`config.mk`:
```
export PLATFORM = sky130hd
export DESIGN_NAME = pulse_gen
export DESIGN_NICKNAME = d
export VERILOG_FILES = /design/src/rtl/pulse_gen_pkg.sv /design/src/rtl/pulse_gen_gate.sv /design/src/rtl/pulse_gen.sv
export SDC_FILE = /design/constraint.sdc
export NUM_CORES = 1
export LEC_CHECK = 0
export ABC_AREA = 1
export CORE_MARGIN = 2
export CORE_UTILIZATION = 30
export DETAILED_ROUTE_END_ITERATION = 12
export GPL_ROUTABILITY_DRIVEN = 0
export PLACE_DENSITY = 0.49
export SLEW_MARGIN = 40
export SYNTH_ARGS = -nofsm -noshare
export SYNTH_HDL_FRONTEND = slang
export SYNTH_SLANG_ARGS = --single-unit
```
`constraint.sdc`:
```
create_clock -name clk -period 1.8 [get_ports clk]
set_clock_uncertainty 0.1 [all_clocks]
set_input_delay 0.36 -clock clk [delete_from_list [all_inputs] [get_ports clk]]
set_output_delay 0.36 -clock clk [all_outputs]
set_load 0.01 [all_outputs]
```
`src/rtl/pulse_gen_pkg.sv`:
```
// Shared types and helpers for the pulse_gen stimulus source.
// Holds the wave FSM encoding, default widths and the zero-to-one clamp.
package pulse_gen_pkg;

  localparam int unsigned CNT_W_DEF  = 32;
  localparam int unsigned GATE_W_DEF = 32;
  localparam int unsigned CLAMP_W    = 64;

  typedef enum logic [1:0] {
    ST_IDLE = 2'd0,
    ST_HIGH = 2'd1,
    ST_LOW  = 2'd2
  } wave_st_e;

  // A zero-length phase is meaningless, so it is promoted to one cycle.
  // The 64-bit width covers any CNT_W up to 64.
  function automatic logic [CLAMP_W-1:0] clamp_to_one(input logic [CLAMP_W-1:0] v);
    return (v == '0) ? CLAMP_W'(1) : v;
  endfunction

endpackage

```
`src/rtl/pulse_gen_gate.sv`:
```
// Gate window timer, in-window rising-edge counter and result latch.
// Gate opens one edge after an accepted start and cannot be stalled; a start while busy is dropped.
module pulse_gen_gate
  import pulse_gen_pkg::*;
#(
  parameter int unsigned GATE_W = GATE_W_DEF
) (
  input  logic              clk,
  input  logic              rst_n,
  input  logic [GATE_W-1:0] cfg_gate_i,
  input  logic              start_i,
  input  logic              x_i,
  output logic              gate_o,
  output logic              busy_o,
  output logic              done_o,
  output logic [GATE_W-1:0] x_periods_o
);

  logic              gate_q;
  logic [GATE_W-1:0] gcnt_q;
  logic [GATE_W-1:0] edge_q;
  logic [GATE_W-1:0] edge_d;
  logic              x_prev_q;
  logic              done_q;
  logic [GATE_W-1:0] x_periods_q;
  logic              x_rise;

  assign x_rise = x_i & ~x_prev_q;

  // The edge seen in the final gate cycle still counts, so the close uses edge_d.
  always_comb begin
    edge_d = edge_q;
    if (gate_q && x_rise && (edge_q != {GATE_W{1'b1}})) begin
      edge_d = edge_q + GATE_W'(1);
    end
  end

  always_ff @(posedge clk or negedge rst_n) begin
    if (!rst_n) begin
      gate_q      <= 1'b0;
      gcnt_q      <= '0;
      edge_q      <= '0;
      x_prev_q    <= 1'b0;
      done_q      <= 1'b0;
      x_periods_q <= '0;
    end else begin
      x_prev_q <= x_i;
      done_q   <= 1'b0;
      if (gate_q) begin
        edge_q <= edge_d;
        if (gcnt_q == '0) begin
          gate_q      <= 1'b0;
          done_q      <= 1'b1;
          x_periods_q <= edge_d;
        end else begin
          gcnt_q <= gcnt_q - GATE_W'(1);
        end
      end else if (start_i && (cfg_gate_i != '0)) begin
        gate_q <= 1'b1;
        gcnt_q <= cfg_gate_i - GATE_W'(1);
        edge_q <= '0;
      end
    end
  end

  assign gate_o      = gate_q;
  assign busy_o      = gate_q;
  assign done_o      = done_q;
  assign x_periods_o = x_periods_q;

endmodule

```
`src/rtl/pulse_gen.sv`:
```
// Programmable square-wave and gate-window source for frequency meter self-test.
// x follows enable after one edge; no flow control, every strobe is acted on or dropped immediately.
module pulse_gen
  import pulse_gen_pkg::*;
#(
  parameter int unsigned CNT_W  = CNT_W_DEF,
  parameter int unsigned GATE_W = GATE_W_DEF
) (
  input  logic              clk,
  input  logic              rst_n,
  input  logic [CNT_W-1:0]  cfg_high,
  input  logic [CNT_W-1:0]  cfg_low,
  input  logic [GATE_W-1:0] cfg_gate,
  input  logic              cfg_load,
  input  logic              enable,
  input  logic              start,
  output logic              x,
  output logic              gate,
  output logic              busy,
  output logic              done,
  output logic [GATE_W-1:0] x_periods
);

  wave_st_e         state_q;
  logic             x_q;
  logic [CNT_W-1:0] cnt_q;
  logic [CNT_W-1:0] act_low_q;
  logic [CNT_W-1:0] pend_high_q;
  logic [CNT_W-1:0] pend_low_q;
  logic [CNT_W-1:0] pend_high_d;
  logic [CNT_W-1:0] pend_low_d;

  always_comb begin
    pend_high_d = pend_high_q;
    pend_low_d  = pend_low_q;
    if (cfg_load) begin
      pend_high_d = CNT_W'(clamp_to_one(CLAMP_W'(cfg_high)));
      pend_low_d  = CNT_W'(clamp_to_one(CLAMP_W'(cfg_low)));
    end
  end

  // The active high time is consumed straight into cnt_q when HIGH is entered;
  // only the low time must be held until the HIGH->LOW transition.
  always_ff @(posedge clk or negedge rst_n) begin
    if (!rst_n) begin
      state_q     <= ST_IDLE;
      x_q         <= 1'b0;
      cnt_q       <= '0;
      act_low_q   <= CNT_W'(1);
      pend_high_q <= CNT_W'(1);
      pend_low_q  <= CNT_W'(1);
    end else begin
      pend_high_q <= pend_high_d;
      pend_low_q  <= pend_low_d;
      unique case (state_q)
        ST_IDLE: begin
          x_q <= 1'b0;
          if (enable) begin
            state_q   <= ST_HIGH;
            x_q       <= 1'b1;
            act_low_q <= pend_low_q;
            cnt_q     <= pend_high_q - CNT_W'(1);
          end
        end
        ST_HIGH: begin
          if (!enable) begin
            state_q <= ST_IDLE;
            x_q     <= 1'b0;
            cnt_q   <= '0;
          end else if (cnt_q == '0) begin
            state_q <= ST_LOW;
            x_q     <= 1'b0;
            cnt_q   <= act_low_q - CNT_W'(1);
          end else begin
            cnt_q <= cnt_q - CNT_W'(1);
          end
        end
        ST_LOW: begin
          if (!enable) begin
            state_q <= ST_IDLE;
            x_q     <= 1'b0;
            cnt_q   <= '0;
          end else if (cnt_q == '0) begin
            state_q   <= ST_HIGH;
            x_q       <= 1'b1;
            act_low_q <= pend_low_q;
            cnt_q     <= pend_high_q - CNT_W'(1);
          end else begin
            cnt_q <= cnt_q - CNT_W'(1);
          end
        end
        default: begin
          state_q <= ST_IDLE;
          x_q     <= 1'b0;
          cnt_q   <= '0;
        end
      endcase
    end
  end

  assign x = x_q;

  pulse_gen_gate #(
    .GATE_W(GATE_W)
  ) u_gate (
    .clk         (clk),
    .rst_n       (rst_n),
    .cfg_gate_i  (cfg_gate),
    .start_i     (start),
    .x_i         (x_q),
    .gate_o      (gate),
    .busy_o      (busy),
    .done_o      (done),
    .x_periods_o (x_periods)
  );

endmodule

```
# == Word level (Yosys, flattened, before mapping) ==
# Index checks and enable logic that the tools add are counted.
# totals
reg_bits,230
in_bits,101
elab_cells,80
# op_classes
add_sub_neg,6
eq_ne,9
n_mux,35
n_bitwise,2
n_reduce_logical,16
# ops
op,count
32-bit two-way mux,16
"32-bit by 1-bit subtractor with 32-bit output, second input constant",5
32-bit logical NOT,4
32-bit case mux with 3 select lines,1
32-bit case mux with 2 select lines,1
"32-bit by 1-bit adder with 32-bit output, second input constant",1
"32-bit != test, second input constant",1
32-bit nonzero test,1
1-bit two-way mux,10
2-bit two-way mux,5
"2-bit != test, second input constant",4
"3-bit != test, second input constant",2
2-bit case mux with 3 select lines,1
2-bit AND reduction,3
4-bit AND reduction,1
2-bit nonzero test,2
1-bit logical AND,3
1-bit case mux with 3 select lines,1
3-bit AND reduction,1
"2-bit by 1-bit == test with 1-bit output, second input constant",1
"2-bit == test, second input constant",1
2-bit logical NOT,1
1-bit AND,1
1-bit NOT,1

# == Depth between registers and ports, before layout ==
# Gate-level depths: netlist (run 1).
# logic_depth
word_depth,6
depth_mapped,14
mapped_depth_nobuf,13

# == Hierarchy ==
# A second synthesis (run 1) with hierarchy kept.
# hier_totals
hier_cells,2403
hier_area_um2,15610.0
# by_module_without_submodules
module,n_inst,cells_each,area_per_inst_um2,seq_area_each_um2
pulse_gen,1,1231,8436.8,3281.9
pulse_gen_gate,1,1172,7173.1,2477.4

# == Least setup slack after synthesis (run 1) ==
# No wires, ideal clock.
# synth_path
kind,register -> register
start,"register u_gate.gate_q, in the netlist u_gate.busy_o"
end,register u_gate.gcnt_q[24]
setup_ns,0.117
t_arrival_ns,1.838
t_required_ns,1.583
path_slack_ns,-0.254
stages_incl_launch_ff,14
n_path_buf,1
period_less_slack_ns,2.054
path_cell_list,dfrtp_1 -> buf_4 -> nand2_1 -> o21ai_2 -> ha_1 -> nand2_1 -> nor2_1 -> nand2_1 -> nor2_1 -> nand3_1 -> nand2_1 -> nand2_1 -> nand2_1 -> nand2_1
# synth_between
elab_chain_cells,2
# synth_rtl
item,line,source
start: declaration,pulse_gen_gate.sv:19,logic gate_q;
start signal: assignment,pulse_gen_gate.sv:40,gate_q <= 1'b0;
start signal: assignment,pulse_gen_gate.sv:52,gate_q <= 1'b0;
start signal: assignment,pulse_gen_gate.sv:59,gate_q <= 1'b1;
2-bit != test (no source line) or 2-bit nonzero test (tied branches),-,
2-bit AND reduction (no source line),-,
end signal: assignment,pulse_gen_gate.sv:56,gcnt_q <= gcnt_q - GATE_W'(1);
end signal: assignment,pulse_gen_gate.sv:60,gcnt_q <= cfg_gate_i - GATE_W'(1);
end: declaration,pulse_gen_gate.sv:20,logic [GATE_W-1:0] gcnt_q;
# Several ways; a longest one is shown, not always the timed one.
# A chain may end at the register's enable or synchronous reset.

# == Worst setup path in the final report (run 1) ==
# layout_path
start,register cnt_q[23]
end,register cnt_q[23]
# layout_between
elab_chain_cells,4
# layout_rtl
item,line,source
start: declaration,pulse_gen.sv:26,logic [CNT_W-1:0] cnt_q;
start signal: assignment,pulse_gen.sv:62,cnt_q <= pend_high_q - CNT_W'(1);
start signal: assignment,pulse_gen.sv:73,cnt_q <= act_low_q - CNT_W'(1);
start signal: assignment,pulse_gen.sv:75,cnt_q <= cnt_q - CNT_W'(1);
32-bit by 1-bit subtractor with 32-bit output or 32-bit logical NOT (tied branches),-,
"32-bit two-way mux, on equally long branches","pulse_gen.sv:83, pulse_gen.sv:70",
"32-bit two-way mux, on equally long branches","pulse_gen.sv:79, pulse_gen.sv:66",
32-bit case mux with 3 select lines (*),pulse_gen.sv:55,unique case (state_q)
# Every way passes the cells marked *; elsewhere a longest branch is shown, timed or not.

==> results.toml, run 1 <==
[worst_hold_path]
hold_path_class = "in2async"

[route]
viasPerCell = 4.83
postRouteAntennaNets = 0
drt-initial-drc-count = 965
routed_wl_um = 57400
drc_errors = 0
drt_first_pass_iters = 6
drt-wirelength-per-cell_um = 16.7
route.vias.total = 16600

[synthesis]
synth_cell_type_count = 39
synth_most_common_cell = "nand2_1"
synth_area_leaders = "dfrtp_1 (39%), nand2_1 (18%), nor2_1 (7.2%), o21ai_0 (6.2%), inv_1 (5.7%)"
synthAdderAreaFrac_pct = 0.512
async_flop_share_pct = 100
synth_commonest_cells = "nand2_1 (703), nor2_1 (282), dfrtp_1 (227)"
netlist.area_leader.share_pct = 38.8
synth-seq-cells = 230
synth_compound_area_share_pct = 10.9
synth-simple-area-share_pct = 35.6
syn_area_per_cell_um2 = 6.78
synth_top_area_cell = "dfrtp_1"
synth.area.mux_share_pct = 0
synth_fp_nets = 2270
yosysSeqAreaShare_pct = 39.3
synthFlopType = "dfrtp_1"
synth_top_family_by_area = "simple AND/OR/NAND/NOR gates"
synth-edff-count = 0
yosys_warnings = 0
syn_inst = 2163
synth-xor-area-share_pct = 5.38
syn_area_mm2 = 0.0147

[sta]
timing.hold.ws_ns = 0.150
finalHoldViolCount = 0
maxSlewHeadroom_pct = 74.2
setup_viol = 166
finalMaxSlewViolations = 0
post-route-period-util_pct = 116
period_needed_ns = 2.10
rsz0062_at_grt = "true"
setup_slack_ns = -0.295
tightest_slew_ns = 0.386
max_freq_mhz = 477

[grt]
groute.usage.overall_pct = 21.8
grt_overflow = 0
grt_pass1_wl_um = 88100
grt_max_degree = 74
antenna_found_initial = 1
grt_pass1_vias = 16600

[die]
rows = 80
die_w_um = 225
initial_core_util_pct = 30.6
dieArea_mm2 = 0.0506
die_y_um = 225
io_pins = 137
core-area_mm2 = 0.0479

[place]
post-place-ws_ns = -0.679
dp_hpwl_um = 40400
dpl_cell_area_mm2 = 0.0201
port_buffers = 136

[layout]
num-fill-cells = 4544
antenna_cells = 0
final_nets = 2912
drive_gt1_share_pct = 37.1
area_delta_synth_final_pct = 68.8
fin_util_pct = 51.6
final_area_mm2 = 0.0247

[clock_tree]
cts_root_buf = "clkbuf_16"
clk_path_buf_depth = 3
insertion_delay_ns = 0.59
cts.sinks = 230
clk_pin_slew_worst_paths_ns = 0.06
h-tree-depth = 1
cts_buffers = 29
cts_tree = "yes"

[worst_setup_path]
path_max_fanout = 7
crit_required_ns = 2.22
r2r_slack_ns = -0.30
cp-start-kind = "flip-flop"
timing_worst_setup_path_type = "reg2reg"
crit_arrival_ns = 2.51
regToRegEndpoint = "cnt_q[23]"
worst_setup_path_end_kind = "flip-flop"
reg2reg_from = "cnt_q[23]"
r2r_cells = 12

[pwr]
leakage_nw = 12.3
power_w = 0.0195
power_density_mw_per_mm2 = 789
peakVddDrop_mv = 0.777

[job]
maxCapViolCount = 0

[run_status]
status = "complete, but fails checks"
violations = "setup timing"
## report_power, final
group | switching, W | internal [W] | total, W
clock network | 0.00247 | 0.00388 | 0.00634
logic | 0.00364 | 0.00323 | 0.00687
registers | 0.000554 | 0.00575 | 0.00631
total | 0.00666 | 0.0129 | 0.0195
## critical path, cell delays in order, from the launching register on
cell,delay [ns]
dfrtp_1,0.40
nor2_2,0.15
nand2_2,0.10
buf_6,0.13
nor2_4,0.09
buf_6,0.11
nand4_1,0.18
nor2_1,0.19
buf_6,0.18
nand3_2,0.16
o211ai_1,0.13
nand2_1,0.07
nand2_1,0.05
## metrics by stage
stage	TNS, ns	instances
final	-35.04	3441
after global routing	-49.61	3441
after CTS	-27.85	3402
after detailed placement	-70.09	3285
after global placement	-66.96	3285
after floorplan	-0.829	2163
## area by class of cell
class                      count  area, µm²  share of cell area, %
clock buffer                  38        810                   3.27
clock inverter                14        221                  0.895
inverter                     225        878                   3.55
multi-input combinational   1642       9970                   40.3
sequential                   230       5760                   23.3
tap                          615        769                   3.11
timing repair buffer         677       6330                   25.6
## flip-flops by register name (all words and copies together) (netlist names)
register and cells:
pend_high_q 32, x 1, u_gate.done_o 1, u_gate.x_prev_q 1
pend_low_q 32, act_low_q 32, u_gate.busy_o 1, u_gate.x_periods_o 32
state_q 2, u_gate.gcnt_q 32, cnt_q 32, u_gate.edge_q 32
## cells by family (layout without fill, tap and decap cells)
logic type               Yosys count  in the layout
XOR/XNOR                          90             90
buffers and inverters            292            954
AND/OR/NAND/NOR                 1255           1256
flip-flops                       230            230
adder cells (fa/ha/maj)            6              6
AO/OA/AOI/OAI                    290            290
## worst max-delay path by stage
stage                           from                endpoint  slack (ns)  cells after the start
floorplan              u_gate.busy_o       u_gate.gcnt_q[25]       -0.09                     12
global placement        cfg_gate[23]       u_gate.gcnt_q[29]       -0.62                     12
detailed placement      cfg_gate[23]        u_gate.gcnt_q[7]       -0.68                     12
CTS                         cnt_q[1]           act_low_q[30]       -0.24                     14
global route        u_gate.edge_q[0]  u_gate.x_periods_o[24]       -0.41                     12
finish                     cnt_q[23]               cnt_q[23]       -0.30                     12
## timing repair
item | in CTS | in global routing
hold endpoints to repair | 227 | 0
hold buffers | 1 | 0
cloned | 15 | 13
pin swaps | 114 | 125
setup endpoints to repair | 200 | 170
gates resized for setup | 437 | 309
buffers inserted | 50 | 33
## layout by cell type, fill, tap and decap left out, types with 10 or more instances in the layout
| cell | count |
|---|---|
| nand2_1 | 583 |
| buf_4 | 438 |
| dfrtp_1 | 225 |
| inv_1 | 206 |
| nor2_1 | 195 |
| clkdlybuf4s50_1 | 98 |
| o21ai_1 | 89 |
| o21ai_0 | 81 |
| nand3_1 | 77 |
| nand2_2 | 76 |
| xor2_1 | 59 |
| nand3_2 | 54 |
| nor2_4 | 52 |
| nor2_2 | 51 |
| o21ai_2 | 50 |
| buf_6 | 50 |
| nand2_4 | 43 |
| clkbuf_16 | 40 |
| nand4_1 | 37 |
| dlygate4sd2_1 | 30 |
| buf_12 | 26 |
| o21ai_4 | 24 |
| o211ai_1 | 23 |
| nor3_2 | 20 |
| nand3_4 | 18 |
| nor3_1 | 17 |
| xnor2_1 | 15 |
| inv_2 | 13 |
| xor2_2 | 11 |
| buf_16 | 10 |
## per-layer routing
| layer | up-vias | wire, µm | GRT usage, % |
|---|---|---|---|
| met1 | 7897 | 27300 | 31.3 |
| li1 | 8214 | - | - |
| met4 | 0 | 1350 | 6.77 |
| met2 | 403 | 25800 | 33.9 |
| met5 | - | 0 | 0 |
| met3 | 93 | 2890 | 2.72 |
(Power assumes the default switching activity.)
==> run 2, diff against run 1 <==
- PLACE_DENSITY: 0.49 -> unset
- PLACE_DENSITY_LB_ADDON: unset -> 0.2
- SKIP_CTS_REPAIR_TIMING: unset -> 1
==> results.toml, run 2 (synthesis results as in run 1) <==
[worst_setup_path]
crit_arrival_ns = 2.48
crit_required_ns = 2.17
timing_worst_setup_path_type = "reg2reg"
path_max_fanout = 15
worst_setup_path_end_kind = "flip-flop"
cp-start-kind = "flip-flop"
r2r_slack_ns = -0.32

[sta]
setup_slack_ns = -0.315
finalMaxSlewViolations = 0
tightest_slew_ns = 0.588
setup_viol = 194
post-route-period-util_pct = 118
maxSlewHeadroom_pct = 60.4
finalHoldViolCount = 0
rsz0062_at_grt = "true"
period_needed_ns = 2.12
max_freq_mhz = 473

[place]
dp_hpwl_um = 40500
post-place-ws_ns = -0.685
dpl_cell_area_mm2 = 0.0200
port_buffers = 136

[grt]
grt_max_degree = 66
grt_pass1_wl_um = 82700
groute.usage.overall_pct = 20.4
grt_pass1_vias = 15500
antenna_found_initial = 1
grt_overflow = 0

[die]
die_w_um = 225
die_y_um = 225
dieArea_mm2 = 0.0506
core-area_mm2 = 0.0479
io_pins = 137
initial_core_util_pct = 30.6
rows = 80

[clock_tree]
clk_pin_slew_worst_paths_ns = 0.06
cts.sinks = 230
clk_path_buf_depth = 3
h-tree-depth = 1
cts_buffers = 29
cts_root_buf = "clkbuf_16"
insertion_delay_ns = 0.58
cts_tree = "yes"

[job]
maxCapViolCount = 0

[pwr]
power_w = 0.0192
leakage_nw = 11.5
peakVddDrop_mv = 0.812
power_density_mw_per_mm2 = 835

[worst_hold_path]
hold_path_class = "in2async"

[layout]
final_cell_mix = "nand2_1 (625), buf_4 (433), dfrtp_1 (222)"
area_delta_synth_final_pct = 56.8
final_nets = 2862
multi_input_area_mm2 = 0.00910
layout.cells.most_common = "nand2_1"
antenna_cells = 0
drive_gt1_share_pct = 32.0
final_area_mm2 = 0.0230
regArea_mm2 = 0.00577
num-fill-cells = 4700

[route]
route.vias.total = 16300
drt-initial-drc-count = 1082
drt_first_pass_iters = 5
postRouteAntennaNets = 0
drc_errors = 0
routed_wl_um = 54700
viasPerCell = 4.81
drt-wirelength-per-cell_um = 16.1

[run_status]
status = "complete, but fails checks"
violations = "setup timing"
==> run 2: changes by cell type in the layout (fill, tap and decap cells not counted), sizes merged <==
cell	delta
clkbuf	-6
dlymetal6s2s	+3
clkdlybuf4s50	+31
buf	-49
clkdlybuf4s15	-2
dlygate4sd2	-30
clkinvlp	+3
bufinv	-2
clkinv	+3
==> run 2: power breakdown <==
part,internal (W),switching [W]
Clock,0.00346,0.00250
Combinational,0.00326,0.00363
Sequential,0.00576,0.000596
==> run 2: final timing paths <==
kind                               startpoint                 to  cells past startpoint
max in group asynchronous               rst_n    pend_high_q[15]                      3
worst max register to register  u_gate.busy_o  u_gate.gcnt_q[25]                     11
worst min register to register              x    u_gate.x_prev_q                      1
worst max-delay path            u_gate.busy_o  u_gate.gcnt_q[25]                     11
worst min-delay path                    rst_n   u_gate.gcnt_q[5]                      2
min in group clk                     cfg_load     pend_high_q[1]                      3
==> run 2: worst max-delay path: stages, from the launching register on <==
cell and delay [ns]:
dfrtp_2 0.47, clkbuf_16 0.21, nand2_1 0.06, o21ai_0 0.10, inv_1 0.12, nand3_2 0.16, nor2_4 0.19, nand3_4 0.17
nor2_4 0.19, nand4_1 0.10, nand3_1 0.08, nand2_1 0.05
==> run 2: area by class of cell <==
cell class / instances / area share [%]
inverter: 225 / 3.71
clock buffer: 35 / 3.34
clock inverter: 18 / 0.811
sequential: 230 / 25.1
timing repair buffer: 627 / 24.1
tap: 615 / 3.35
multi-input combinational: 1642 / 39.6
==> run 2: layer usage <==
layer,up-vias,global-route usage [%],wire length [µm]
met3,60,2.97,3120
met1,7739,29.5,25900
met4,2,4.87,967
met5,-,0,13
met2,401,32.1,24800
li1,8117,-,-
==> run 2: per-stage QoR <==
step	hold WS [ns]	utilization (%)	TNS [ns]	cells
after global routing	0.207	47.9	-58.07	3392
final	0.195	47.9	-35.42	3392
after detailed placement	0.180	41.7	-69.39	3283
after global placement	0.179	41.7	-68.55	3283
after CTS	-0.423	43.7	-44.79	3336
after floorplan	-0.0356	-	-0.829	2163
